==> src/rtl/audio_pkg.sv <==
// Shared encodings and parameter legality check for the TDM audio transmitter.
// Imported by the top level and the slot counter.
package audio_pkg;

  localparam logic MODE_LJ  = 1'b0;
  localparam logic MODE_I2S = 1'b1;

  function automatic bit params_ok(int sample_w, int slot_w, int channels, int frame_len);
    return (sample_w >= 1) && (sample_w <= 32) &&
           (slot_w >= sample_w) &&
           (channels >= 1) && (channels <= 8) &&
           (frame_len >= channels * slot_w + 1);
  endfunction

endpackage

==> src/rtl/audio_slot_counter.sv <==
// Frame bit index plus slot / in-slot position tracking, advanced on bit_en.
// Exposes next-state position so the serializer can register sdata for the new index.
module audio_slot_counter
  import audio_pkg::*;
#(
  parameter int SLOT_W    = 16,
  parameter int CHANNELS  = 2,
  parameter int FRAME_LEN = 251,
  localparam int IDX_W    = $clog2(FRAME_LEN),
  localparam int SLOT_CW  = $clog2(CHANNELS + 1),
  localparam int POS_W    = (SLOT_W > 1) ? $clog2(SLOT_W) : 1
) (
  input  logic               clk,
  input  logic               reset_n,
  input  logic               bit_en,
  input  logic               mode,
  output logic [IDX_W-1:0]   bit_idx,
  output logic [SLOT_CW-1:0] slot_next,
  output logic [POS_W-1:0]   pos_next,
  output logic               pos_valid_next,
  output logic               frame_start,
  output logic               last_bit
);

  logic [IDX_W-1:0]   idx_reg, idx_next;
  logic [SLOT_CW-1:0] slot_reg;
  logic [POS_W-1:0]   pos_reg;
  // Set for the leading blank bit of an I2S frame; position stays parked at slot 0 bit 0.
  logic               lead_reg, lead_next;

  assign last_bit    = (idx_reg == IDX_W'(FRAME_LEN - 1));
  assign frame_start = bit_en && last_bit;
  assign bit_idx     = idx_reg;

  always_comb begin
    idx_next  = idx_reg;
    slot_next = slot_reg;
    pos_next  = pos_reg;
    lead_next = lead_reg;
    if (bit_en) begin
      if (last_bit) begin
        idx_next  = '0;
        slot_next = '0;
        pos_next  = '0;
        lead_next = (mode == MODE_I2S);
      end else begin
        idx_next = idx_reg + 1'b1;
        if (lead_reg) begin
          lead_next = 1'b0;
        end else if (slot_reg != SLOT_CW'(CHANNELS)) begin
          if (pos_reg == POS_W'(SLOT_W - 1)) begin
            pos_next  = '0;
            slot_next = slot_reg + 1'b1;
          end else begin
            pos_next = pos_reg + 1'b1;
          end
        end
      end
    end
  end

  // Slot index CHANNELS marks the idle tail of the frame.
  assign pos_valid_next = !lead_next && (slot_next != SLOT_CW'(CHANNELS));

  always_ff @(posedge clk) begin
    if (!reset_n) begin
      idx_reg  <= IDX_W'(FRAME_LEN - 1);
      slot_reg <= SLOT_CW'(CHANNELS);
      pos_reg  <= '0;
      lead_reg <= 1'b0;
    end else begin
      idx_reg  <= idx_next;
      slot_reg <= slot_next;
      pos_reg  <= pos_next;
      lead_reg <= lead_next;
    end
  end

endmodule

==> src/rtl/audio_tdm_tx.sv <==
// Multi-channel TDM audio serializer: valid/ready holding register, frame buffer,
// MSB-first slot serialization with frame sync in left-justified or I2S timing.
module audio_tdm_tx
  import audio_pkg::*;
#(
  parameter int SAMPLE_W  = 16,
  parameter int SLOT_W    = 16,
  parameter int CHANNELS  = 2,
  parameter int FRAME_LEN = 251
) (
  input  logic                         clk,
  input  logic                         reset_n,
  input  logic                         bit_en,
  input  logic                         mode,
  input  logic [CHANNELS*SAMPLE_W-1:0] s_data,
  input  logic                         s_valid,
  output logic                         s_ready,
  output logic                         sdata,
  output logic                         fsync,
  output logic [$clog2(FRAME_LEN)-1:0] bit_idx,
  output logic                         underrun
);

  localparam int SLOT_CW   = $clog2(CHANNELS + 1);
  localparam int POS_W     = (SLOT_W > 1) ? $clog2(SLOT_W) : 1;
  localparam int SLOT_SPAN = 1 << POS_W;
  localparam int CH_SPAN   = 1 << SLOT_CW;

  if (!params_ok(SAMPLE_W, SLOT_W, CHANNELS, FRAME_LEN)) begin : g_bad_params
    $error("audio_tdm_tx: illegal SAMPLE_W/SLOT_W/CHANNELS/FRAME_LEN combination");
  end

  logic [CHANNELS*SAMPLE_W-1:0] hold_reg;
  logic [CHANNELS*SAMPLE_W-1:0] frame_reg, frame_next;
  logic                         hold_valid_reg;
  logic                         sdata_reg, fsync_reg, underrun_reg;
  logic [SLOT_CW-1:0]           slot_next;
  logic [POS_W-1:0]             pos_next;
  logic                         pos_valid_next;
  logic                         frame_start, last_bit;
  logic [CH_SPAN-1:0]           chan_bit;
  logic                         sdata_next;

  audio_slot_counter #(
    .SLOT_W    (SLOT_W),
    .CHANNELS  (CHANNELS),
    .FRAME_LEN (FRAME_LEN)
  ) u_slot_counter (
    .clk            (clk),
    .reset_n        (reset_n),
    .bit_en         (bit_en),
    .mode           (mode),
    .bit_idx        (bit_idx),
    .slot_next      (slot_next),
    .pos_next       (pos_next),
    .pos_valid_next (pos_valid_next),
    .frame_start    (frame_start),
    .last_bit       (last_bit)
  );

  assign s_ready  = !hold_valid_reg;
  assign sdata    = sdata_reg;
  assign fsync    = fsync_reg;
  assign underrun = underrun_reg;

  // Bit 0 of a frame must already see the freshly loaded (or zeroed) buffer.
  assign frame_next = frame_start ? (hold_valid_reg ? hold_reg : '0) : frame_reg;

  // Per channel: sample bits reordered MSB-first by in-slot position, zero padded.
  for (genvar gi = 0; gi < CH_SPAN; gi++) begin : g_chan
    if (gi < CHANNELS) begin : g_live
      logic [SLOT_SPAN-1:0] slot_bits;
      for (genvar gj = 0; gj < SLOT_SPAN; gj++) begin : g_bit
        if (gj < SAMPLE_W) begin : g_data
          assign slot_bits[gj] = frame_next[gi*SAMPLE_W + SAMPLE_W - 1 - gj];
        end else begin : g_pad
          assign slot_bits[gj] = 1'b0;
        end
      end
      assign chan_bit[gi] = slot_bits[pos_next];
    end else begin : g_idle
      assign chan_bit[gi] = 1'b0;
    end
  end

  assign sdata_next = pos_valid_next && chan_bit[slot_next];

  always_ff @(posedge clk) begin
    if (!reset_n) begin
      hold_valid_reg <= 1'b0;
      frame_reg      <= '0;
      sdata_reg      <= 1'b0;
      fsync_reg      <= 1'b0;
      underrun_reg   <= 1'b0;
    end else begin
      underrun_reg <= bit_en && last_bit && !hold_valid_reg;
      frame_reg    <= frame_next;
      if (frame_start && hold_valid_reg) begin
        hold_valid_reg <= 1'b0;
      end else if (s_valid && !hold_valid_reg) begin
        hold_valid_reg <= 1'b1;
        hold_reg       <= s_data;
      end
      if (bit_en) begin
        sdata_reg <= sdata_next;
        fsync_reg <= frame_start;
      end
    end
  end

endmodule
==> config.mk <==
export PLATFORM = sky130hd
export DESIGN_NAME = audio_tdm_tx
export DESIGN_NICKNAME = d
export VERILOG_FILES = /design/src/rtl/audio_pkg.sv /design/src/rtl/audio_slot_counter.sv /design/src/rtl/audio_tdm_tx.sv
export SDC_FILE = /design/constraint.sdc
export NUM_CORES = 1
export LEC_CHECK = 0
export CAP_MARGIN = 15
export CORE_UTILIZATION = 45
export DETAILED_ROUTE_END_ITERATION = 16
export MAX_ROUTING_LAYER = met4
export PLACE_DENSITY = 0.68
export SLEW_MARGIN = 20
export SYNTH_ARGS = -nofsm -noshare
export SYNTH_HDL_FRONTEND = slang
export SYNTH_SLANG_ARGS = --single-unit
==> constraint.sdc <==
create_clock -name clk -period 4.64 [get_ports clk]
set_input_delay 1.16 -clock clk [delete_from_list [all_inputs] [get_ports clk]]
set_output_delay 1.16 -clock clk [all_outputs]
set_load 0.02 [all_outputs]
== Word-level counts from Yosys, hierarchy flattened ==
Cells that the tools add are included.
W data, S select, Z words.
Storage, ports and cells
  bits in registers: 83
  bits of input ports: 37
  output and inout port bits: 12
  logic and storage cells: 52
Operators by class
  add/sub/neg operators: 3
  order comparisons: 2
  equal/unequal tests: 4
  muxes and demuxes: 21
  bitwise operators: 2
  reduce and logical (&&, ||, !) cells: 10
Operators with widths (count)
  $mux W32: 2
  $mux W4: 5
  $mux W2: 5
  $add A8 B1 Y8 const B: 1
  $bmux W1 S4: 2
  $eq A8 B8 Y1 const B: 1
  $mux W8: 1
  $logic_and A1 B1 Y1: 6
  $lt A4 B5 Y1 const B: 1
  $mux W1: 5
  $add A4 B1 Y4 const B: 1
  $eq A4 B4 Y1 const B: 1
  $ne A2 B2 Y1 const B: 2
  $lt A2 B3 Y1 const B: 1
  $reduce_and A3 Y1: 1
  $add A2 B1 Y2 const B: 1
  $bmux W1 S2: 1
  $logic_not A1 Y1: 2
  $not A1 Y1: 2
  $reduce_or A2 Y1: 1

== Logic depth before layout (Yosys ltp) ==
  word-level depth: 11
  mapped depth: 10
  depth with buffers taken out: 9

== Hierarchy ==
Synthesis repeated with hierarchy kept, for this count alone.
Second synthesis, totals
  cells, all modules: 326
  area total of the unflattened synthesis: 3643.5 um2
Modules (own cells, without submodules)
  audio_tdm_tx: instances 1, cells an instance 232, area an instance 2798.9 um2, sequential area each 1681.6 um2
  audio_slot_counter: instances 1, cells an instance 94, area an instance 844.6 um2, sequential area each 300.3 um2

== Worst setup path before layout ==
No wires, ideal clock.
  kind: input-to-reg
  start: input bit_en
  end: register sdata_reg (netlist: sdata)
  library setup time: 132 ps
  arrival time: 2686 ps
  data required time: 4508 ps
  slack: 1822 ps
  stages on the path: 7
  path buffers: 0
  cells stage by stage: nor3b_4 -> mux2i_4 -> nand2_1 -> a211oi_1 -> a311oi_1 -> a211oi_1 -> o311ai_1
On the way
  longest elaborated chain between the ends: 7
  elaborated cells on any way between the ends: 15
  those cells by class: eq/ne (1); mux (10); reduce/logical (4)
RTL lines
  start, declared: line audio_tdm_tx.sv:13  | input logic bit_en,
  $logic_and A1 B1 Y1: line audio_slot_counter.sv:32  | assign frame_start = bit_en && last_bit;
  $mux W32: line audio_tdm_tx.sv:67  | assign frame_next = frame_start ? (hold_valid_reg ? hold_reg : '0) : frame_reg;
  $bmux W1 S4: line audio_tdm_tx.sv:80  | assign chan_bit[gi] = slot_bits[pos_next];
  $mux W1 (implied by the code): line audio_tdm_tx.sv:80
  $bmux W1 S2: line audio_tdm_tx.sv:86  | assign sdata_next = pos_valid_next && chan_bit[slot_next];
  $mux W1 (implied by the code): line audio_tdm_tx.sv:86
  $logic_and A1 B1 Y1: line audio_tdm_tx.sv:86
  end signal, assigned: line audio_tdm_tx.sv:105  | sdata_reg <= sdata_next;
  end, declared: line audio_tdm_tx.sv:36  | logic sdata_reg, fsync_reg, underrun_reg;
Parallel ways exist; a longest one is shown, timed or not. The select of a mux whose other input is x is not followed.
A chain may end at the register's enable or synchronous reset.

== Worst setup path after layout ==
Same ends and word-level chain as after synthesis.

==> results.py <==
metrics = {
    "outcome": {
        "status": "finished clean",
    },
    "global_routing": {
        "gr-total-overflow": 0,
        "grt_pass1_vias": 2445,
        "grt_max_degree": 51,
        "antenna_found_initial": 0,
        "grt.total_usage_pct": 18.9,
        "grt_pass1_wl_um": 11800,
    },
    "finish": {
        "fillers": 666,
        "final_util_pct": 57.8,
        "multiInputGateArea_sq_mm": 0.00141,
        "area_growth_syn_to_layout_pct": 21.9,
        "fin_nets": 420,
        "drive_gt1_share_pct": 7.03,
        "antennaDiodeCount": 0,
        "layout.cells.non_filler": 483,
        "register_area_sq_mm": 0.00198,
    },
    "power": {
        "switchingPower_mw": 0.661,
        "power_frac_comb_pct": 29.4,
        "vdd_drop_max_mv": 0.226,
        "seqPwrFrac_pct": 46.1,
        "p_leak_nw": 1.48,
        "internal_power_mw": 1.33,
        "pwr-share-clk_pct": 24.5,
        "power_density_mw_per_mm2": 467,
        "swShare_pct": 33.2,
    },
    "synth": {
        "synth.net_count": 373,
        "synth-main-ff-cell": "dfxtp_1",
        "ys_ff_latch": 83,
        "synth.avg_cell_area_sq_um": 10.5,
        "synth_edf_count": 32,
        "postSynthCellCount": 332,
        "async_flop_share_pct": 0,
        "yosysSeqAreaShare_pct": 56.7,
        "ys_types": 48,
        "ys_warn_count": 0,
        "synth_area_sq_mm": 0.00350,
    },
    "worst_setup_path": {
        "arrival_ns": 3.61,
        "reg2reg_depth": 9,
        "end_kind": "flip-flop",
        "slowest_stage": "clkdlybuf4s50_1",
        "critical_path_required_ns": 4.85,
        "cp.depth": 8,
        "startpoint_type": "input port",
        "crit_family": "compound AO/OA/AOI/OAI gates",
        "path_max_fanout": 10,
        "path_cells": "clkdlybuf4s50_1 -> nor3b_4 -> mux2i_4 -> nand2_1 -> a211oi_1 -> a311oi_1 -> a211oi_1 -> o311ai_1",
        "max_stage_delay_ns": 0.60,
        "cp.buffers_inverters": 1,
        "worst_path_most_repeated_cell": "a211oi_1",
        "crit_type": "in2reg",
    },
    "timing": {
        "slew_headroom_pct": 60.6,
        "hold_viol": 0,
        "rsz0062_at_grt": "no",
        "clock_skew_ns": 0.0109,
        "fin_setup_tns_ns": 0,
        "fmax_ghz": 0.294,
        "period_share_pct": 73.3,
        "setup_violations": 0,
        "slew_violations": 0,
        "fin_ws_ns": 1.24,
        "period_needed_ns": 3.40,
        "worst_pin_slew_ns": 0.575,
        "holdWs_ns": 0.452,
    },
    "route": {
        "drt_iter0_markers": 111,
        "wire_per_inst_um": 14.0,
        "drt_pass1_iterations": 4,
        "drtAntennaViolNets": 0,
        "vias": 2523,
        "drc": 0,
        "routed_via_density": 5.22,
        "routed_wirelength_um": 6770,
    },
    "placed_design": {
        "hpwl_um": 4500,
        "place.gp.congestion": 0.974,
        "preCtsSetupSlack_ns": 0.898,
        "placed_cells": 467,
        "io_buffers": 48,
    },
    "die": {
        "io-pin-count": 49,
        "die_y_um": 90.1,
        "dieArea_sq_mm": 0.00813,
        "initial_core_util_pct": 47.4,
        "placementRows": 31,
        "die_x_um": 90.1,
        "core_sq_mm": 0.00737,
    },
    "clock_network": {
        "postCtsHoldBufs": 0,
        "cts_setup_buffers": 0,
        "cts_tree": "done",
        "clock_sinks": 83,
        "clk_path_buf_depth": 2,
        "cts.clk_slew.worst_paths_ns": 0.08,
        "cts_resized": 0,
        "htreeDepth": 3,
        "clk-insertion-delay-late_ns": 0.35,
        "root_buffer": "clkbuf_8",
        "cts_buffers": 9,
    },
    "min_path": {
        "min_path_type": "reg2reg",
        "holdPathStages": 2,
    },
    "job": {
        "max-cap-violations": 0,
    },
}
[synth_stat cells (2+ instances only)]
| cell | instances | area share (%) |
|---|---|---|
| mux2i_1 | 14 | 4.0 |
| ha_1 | 4 | 1.4 |
| nor2b_1 | 2 | 0.36 |
| nand3_1 | 36 | 5.2 |
| o2111ai_1 | 2 | 0.50 |
| a31oi_1 | 5 | 0.89 |
| a21boi_1 | 20 | 4.3 |
| and3_1 | 3 | 0.54 |
| xnor2_1 | 4 | 1.0 |
| buf_2 | 2 | 0.29 |
| xor2_1 | 2 | 0.50 |
| and2_1 | 4 | 0.72 |
| o311ai_0 | 2 | 0.50 |
| o21ai_0 | 8 | 1.1 |
| clkbuf_1 | 15 | 1.6 |
| a21boi_0 | 14 | 3.0 |
| nand2_1 | 56 | 6.0 |
| nor3_1 | 3 | 0.43 |
| dfxtp_1 | 51 | 29 |
| a21oi_1 | 3 | 0.43 |
| o21ai_1 | 2 | 0.29 |
| inv_1 | 6 | 0.64 |
| a211oi_1 | 4 | 0.86 |
| edfxtp_1 | 32 | 27 |
| nand4_1 | 4 | 0.72 |
| buf_1 | 2 | 0.21 |
| nor2_1 | 10 | 1.1 |
| nand2b_1 | 2 | 0.36 |
[logic make-up (layout without fill, tap and decap cells)]
family | count (synthesis) | count (layout) | share of synthesized area (%)
AOI/OAI and AO/OA | 67 | 67 | 13.6
xor gates and xnor gates | 6 | 6 | 1.50
adders and majority gates | 4 | 4 | 1.43
buffers and inverters | 26 | 78 | 3.08
DFF | 83 | 83 | 56.7
muxes | 17 | 17 | 5.40
and+or+nand+nor | 129 | 129 | 18.3
[tightest hold or removal path: stages, from the launching register on]
cell	delay, ns
dfxtp_1	0.31
nand2_1	0.05
a21boi_1	0.05
[layout by cell type, fill, tap and decap left out, types with 2 or more instances in the layout]
| master | instances |
|---|---|
| a21boi_0 | 14 |
| nand4_1 | 4 |
| clkinv_2 | 3 |
| mux2i_1 | 14 |
| clkbuf_1 | 2 |
| ha_1 | 4 |
| inv_1 | 6 |
| a21boi_1 | 20 |
| and3_1 | 3 |
| clkbuf_8 | 9 |
| nor2b_1 | 2 |
| buf_4 | 8 |
| xnor2_1 | 4 |
| a21oi_1 | 3 |
| clkdlybuf4s50_1 | 48 |
| o21ai_1 | 2 |
| nor3_1 | 3 |
| o21ai_0 | 8 |
| a211oi_1 | 4 |
| o311ai_0 | 2 |
| nand2_1 | 56 |
| o2111ai_1 | 2 |
| xor2_1 | 2 |
| a31oi_1 | 5 |
| edfxtp_1 | 32 |
| nor2_1 | 10 |
| dfxtp_1 | 51 |
| nand2b_1 | 2 |
| nand3_1 | 36 |
| and2_1 | 4 |
[area by class of cell]
type | instances | area share (%)
Multi-Input combinational cell | 223 | 33.0
Clock inverter | 5 | 1.26
Sequential cell | 83 | 46.5
Tap cell | 99 | 2.91
Inverter | 6 | 0.529
Clock buffer | 11 | 3.08
Timing Repair Buffer | 56 | 12.7
[per-stage QoR]
stage	area, sq um	total power [mW]
6_report	4260	1.99
3_5_place_dp	4080	1.52
5_1_grt	4260	2.11
2_1_floorplan	3500	1.32
3_3_place_gp	4080	1.51
4_1_cts	4260	2.01
[power by group through the flow]
stage	Combinational, mW	Clock, mW	Sequential, mW
final	0.585	0.488	0.918
after global routing	0.648	0.536	0.931
after CTS	0.589	0.503	0.918
after detailed placement	0.586	0	0.935
after global placement	0.576	0	0.934
after floorplan	0.366	0	0.950
[final timing paths]
path | to | startpoint | slack (ns)
worst max-delay path | sdata | bit_en | 1.24
worst min-delay path | frame_reg[12] | frame_reg[12] | 0.45
worst max register to register | sdata | u_slot_counter.slot_reg[0] | 2.05
worst min register to register | frame_reg[12] | frame_reg[12] | 0.45
[layer usage]
metal | global-route usage (%) | routed length [um] | vias up
met4 | 8.47 | 93 | 0
li1 | - | - | 1288
met5 | - | 0 | -
met3 | 3.72 | 239 | 9
met2 | 29.9 | 3260 | 55
met1 | 23.4 | 3180 | 1171
Note: power is estimated with default switching activity, not from simulation.
==> RTL edit 1 (same flow settings) <==
Register the input `mode` before use, with the module's reset. The logic sees it one clock later. The other inputs are not delayed to match.
--- a/src/rtl/audio_tdm_tx.sv
+++ b/src/rtl/audio_tdm_tx.sv
@@ -27,4 +27,14 @@
   localparam int CH_SPAN   = 1 << SLOT_CW;
 
+  logic mode_q;
+
+  always_ff @(posedge clk) begin
+    if (!reset_n) begin
+      mode_q <= '0;
+    end else begin
+      mode_q <= mode;
+    end
+  end
+
   if (!params_ok(SAMPLE_W, SLOT_W, CHANNELS, FRAME_LEN)) begin : g_bad_params
     $error("audio_tdm_tx: illegal SAMPLE_W/SLOT_W/CHANNELS/FRAME_LEN combination");
@@ -50,5 +60,5 @@
     .reset_n        (reset_n),
     .bit_en         (bit_en),
-    .mode           (mode),
+    .mode           (mode_q),
     .bit_idx        (bit_idx),
     .slot_next      (slot_next),
Function: changed (a bounded check fails within 4 cycles, from zero or initial values and one cycle with reset_n low).
==> RTL edit 1 against the original RTL <==
  * Via count decreased by 1.1%
  * Setup slack got worse by 240 ps
  * Sequential cell count grew 1
  * Die area is 3.2% lower
  * Count of clock-buffer cells in the layout shrank 1
  * Sequential share of layout area up 2.2 points
  * Critical path depth unchanged
  * Cell area down 3.5%
  * Total power down 4.5%
  * Wire length is 1.9% lower
  * Area after synthesis fell by 3.3%
  * Global-route usage grew 0.94 points
==> RTL edit 1: results (changes against the original RTL) <==
Pwr
  – Sw frac: 32.1% (was 33.2%)
  – Flop pwr share: 47.4% (was 46.1%)
  – Leak Pwr: 1.47 nW (was 1.48 nW)
  – P_clk: 497 uW (was 488 uW)
  – Peak VDD IR: 0.197 mV (was 0.226 mV)

Cells and area
  – Share of cells above drive strength 1: 7.28% (was 7.03%)
  – Nets@finish: 407 (was 420)

GRT
  – Vias in the first global route: 2314 (was 2445)
  – GRT met1 Usage: 26.4% (was 23.4%)
  – Initial antenna violation count: 0 (unchanged)
  – First-pass GRT wire length: 11.2 mm (was 11.8 mm)
  – Largest net degree at the start of global routing: 40 (was 51)
  – Met3 Use GR: 5.04% (was 3.72%)
  – Met2 global-route usage: 28.9% (was 29.9%)
  – GRT Total Usage: 19.8% (was 18.9%)

Outcome
  – Status: finished, final reports clean (unchanged)

Yosys
  – Most frequent cells after synthesis: dfxtp_1 (52), nand2_1 (43), a21oi_1 (39) (was nand2_1 (56), dfxtp_1 (51), nand3_1 (36))
  – Compound-gate portion of the synthesized area: 12.6% (was 13.6%)
  – Yosys cell types: 49 (was 48)
  – Post-synth EDFFs: 32 (unchanged)
  – Syn_nets: 364 (was 373)
  – Post-Synth Adder-Cell Area: 1.48% (was 1.43%)
  – Proportion of synthesized area in mux cells: 3.26% (was 5.40%)
  – XOR/XNOR share of the synthesized area: 1.81% (was 1.50%)

Drt
  – M1 wire length: 3.18 mm (about the same)
  – DR WL/cell: 14.1 um (was 14.0 um)
  – Initial drt markers: 153 (was 111)
  – Met3 WL: 257 um (was 239 um)
  – Via count: 2494 (was 2523)
  – Met2 wire len: 3.11 mm (was 3.26 mm)

Critical path
  – Crit-path max FO: 14 (was 10)
  – Delay-heaviest family, CP: simple AND/OR/NAND/NOR gates (was compound AO/OA/AOI/OAI gates)
  – Slowest-stage cell, CP: or3_1 (was clkdlybuf4s50_1)
  – CP max stage delay: 560 ps (was 600 ps)
  – Reg2reg setup slack: 1680 ps (was 2050 ps)

Placement
  – Detailed placer's ending HPWL: 4.30 mm (was 4.50 mm)
  – RePlAce Congestion: 0.851 (was 0.974)
  – Area after DPL: 0.00393 sq mm (was 0.00408 sq mm)
  – Port bufs: 48 (unchanged)

Clocking
  – Latest clock arrival within the worst-skew pair: 350 ps (about the same)
  – H-tree Lvls: 3 (unchanged)
  – Clock buffer depth: 2 (unchanged)
  – Post-CTS Setup Inserts: 0 (unchanged)

STA
  – Worst-Margin Slew: 686 ps (was 575 ps)
## RTL edit 1: cell types whose count changed in the layout (fill, tap and decap cells not counted), moves of 3 or more
cell	before	now
a21oi_1	3	39
a21boi_1	20	0
a21boi_0	14	1
nand2_1	56	43
and3_1	3	14
mux2i_1	14	4
a31oi_1	5	0
a211oi_1	4	7
and2_1	4	1
buf_4	8	5
nor4_1	0	3
## RTL edit 1: cell families after synthesis
family,after synthesis
compound gates,69
xor+xnor,7
fa+ha+maj,4
buf+inv,28
flops,84
mux,8
simple gates,123
## RTL edit 1: cell type report
type	count	area, sq um
fillers	659	3140
clock buffers	10	128
repair buffers	53	518
well taps	99	124
multi-input cells	211	1260
clock inverters	6	55.1
flip-flops and latches	84	2000
inverters	7	26.3
## RTL edit 1: how the worst min path moves through the flow
stage / endpoint / cells after the start / slack, ps / start
after floorplan: frame_reg[17] / 2 / 430 / frame_reg[17]
after global placement: frame_reg[21] / 2 / 440 / frame_reg[21]
after detailed placement: frame_reg[21] / 2 / 450 / frame_reg[21]
after global routing: frame_reg[2] / 2 / 470 / frame_reg[2]
after CTS: frame_reg[21] / 2 / 450 / frame_reg[21]
final: frame_reg[21] / 2 / 450 / frame_reg[21]
## RTL edit 1: stage by stage
| step | hold slack [ps] | worst slack [ps] | std cells | util (%) | power (mW) |
|---|---|---|---|---|---|
| floorplan | 427 | 1390 | 323 | - | 1.25 |
| global placement | 442 | 684 | 454 | 54.1 | 1.41 |
| global route | 472 | 902 | 470 | 56.7 | 2.02 |
| finish | 452 | 1010 | 470 | 56.7 | 1.90 |
| CTS | 454 | 1030 | 470 | 56.7 | 1.92 |
| detailed placement | 446 | 662 | 454 | 54.1 | 1.42 |
==> RTL edit 2 (same settings) <==
Without the edit above. `SLOT_W` is set to 16 in 2 places; all go to 64.
--- a/src/rtl/audio_slot_counter.sv
+++ b/src/rtl/audio_slot_counter.sv
@@ -4,5 +4,5 @@
   import audio_pkg::*;
 #(
-  parameter int SLOT_W    = 16,
+  parameter int SLOT_W    = 64,
   parameter int CHANNELS  = 2,
   parameter int FRAME_LEN = 251,
--- a/src/rtl/audio_tdm_tx.sv
+++ b/src/rtl/audio_tdm_tx.sv
@@ -5,5 +5,5 @@
 #(
   parameter int SAMPLE_W  = 16,
-  parameter int SLOT_W    = 16,
+  parameter int SLOT_W    = 64,
   parameter int CHANNELS  = 2,
   parameter int FRAME_LEN = 251
Formal check against the unedited RTL: no difference found for any inputs over 10 cycles, from zero or initial values and one cycle with reset_n low; that may be too few to reach the edited logic, so the function may still have changed.
==> RTL edit 2 against the original RTL <==
  * Register-to-register slack got worse by 550 ps
  * Cell area up 8.0%
  * Setup slack worse by 170 ps
  * Global-route usage grew 1.4 points
  * Sequential power up 3.8%
  * Wire length is 17% higher
  * Utilization down 1.8 points
  * Die area up 8.7%
  * Maximum frequency shrank 4.7%
  * Area after synthesis is 8.9% higher
  * Sequential cell count is 2 higher
  * Total power grew 14%
  * Combinational power increased by 30%
  * Critical path type unchanged
==> RTL edit 2: results (changes against the original RTL) <==
Clocking
  – Latest clock arrival within the worst-skew pair: between 300 and 400 ps
  – Reg clk slew, reported paths: 80 ps (about the same)
  – Root buffer selected by CTS: clkbuf_8 (unchanged)
  – H-tree Lvls: 3 (unchanged)

Yosys
  – Synth warn: 0 (unchanged)
  – Synth area leaders: dfxtp_1 (28%), edfxtp_1 (25%), nand3_1 (5.4%) (was dfxtp_1 (29%), edfxtp_1 (27%), nand2_1 (6.0%))
  – Yosys cell types: 60 (was 48)
  – Sequential fraction of the synthesis area: 53.1% (was 56.7%)
  – Avg Inst Size Synth: 10.0 sq um (was 10.5 sq um)
  – Syn_nets: 420 (was 373)
  – Most frequent cells after synthesis: nand2_1 (54), dfxtp_1 (53), nand3_1 (41) (was nand2_1 (56), dfxtp_1 (51), nand3_1 (36))

Cells and area
  – Nets@finish: 464 (was 420)
  – Share of cells above drive strength 1: 8.88% (was 7.03%)
  – Sequential cell area: 0.00202 sq mm (was 0.00198 sq mm)
  – Cell Count, Final, Fillers Out: 533 (was 483)
  – Filler cells: 734 (was 666)

Critical path
  – CP max stage delay: 580 ps (was 600 ps)
  – Reg2reg setup slack: 1500 ps (was 2050 ps)
  – Slowest-stage cell, CP: or3b_1 (was clkdlybuf4s50_1)
  – FF-to-FF path depth: 8 (was 9)
  – Arrival @ worst endpoint: 3800 ps (was 3610 ps)
  – Crit-path max FO: 15 (was 10)

Placement
  – Placed insts: 517 (was 467)
  – RePlAce Congestion: 0.966 (was 0.974)
  – Area after DPL: 0.00439 sq mm (was 0.00408 sq mm)
  – Detailed placer's ending HPWL: 5.60 mm (was 4.50 mm)
  – Setup WS pre-CTS: 736 ps (was 898 ps)
  – Port bufs: 48 (unchanged)

Pwr
  – Leak Pwr: 1.57 nW (was 1.48 nW)
  – Total net switching power: 808 uW (was 661 uW)
  – Peak VDD IR: 0.225 mV (was 0.226 mV)
  – Comb power: 762 uW (was 585 uW)
  – Sw frac: 35.5% (was 33.2%)

Outcome
  – Status: finished, final reports clean (unchanged)

STA
  – Fin Hold WS: 456 ps (was 452 ps)
  – FMAX: 280 MHz (was 294 MHz)
  – Worst-Margin Slew: 772 ps (was 575 ps)
  – Setup Skew: 9.11 ps (was 10.9 ps)

Hold path
  – Hold endpoint: frame_reg[6] (was frame_reg[12])

Drt
  – Via count: 2952 (was 2523)
  – Routed WL: 7.95 mm (was 6.77 mm)

GRT
  – GRT Total Usage: 20.3% (was 18.9%)
  – Vias in the first global route: 2716 (was 2445)
  – Largest net degree at the start of global routing: 35 (was 51)
  – First-pass GRT wire length: 13.2 mm (was 11.8 mm)
==> RTL edit 2: logic make-up (layout without fill, tap and decap cells) <==
group,Yosys count,after routing,synth area share (%)
multiplexers,13,13,4.01
XOR/XNOR,7,7,1.61
flip-flops,85,85,53.1
AO/OA/AOI/OAI,85,85,15.9
AND/OR/NAND/NOR,155,155,20.9
buffers and inverters,30,79,3.12
adder cells (fa/ha/maj),4,4,1.31
==> RTL edit 2: critical path: cells and delay by family <==
kind / cells / cell delay (ps)
AND/OR/NAND/NOR: 2 / 700
multiplexers: 1 / 500
buffers and inverters: 2 / 640
AO/OA/AOI/OAI: 3 / 780
==> RTL edit 2: final cells by class <==
class,count,area share [%]
Inverter,7,0.571
Multi-Input combinational cell,264,36.2
Tap cell,105,2.85
Timing Repair Buffer,56,11.7
Sequential cell,85,43.9
Clock buffer,10,2.77
Clock inverter,6,1.88
==> RTL edit 2: layer usage <==
metal	GRT usage [%]	share of wire [%]
met5	-	0
met4	8.97	2.1
met3	3.80	4.3
met2	30.1	46
met1	27.0	47
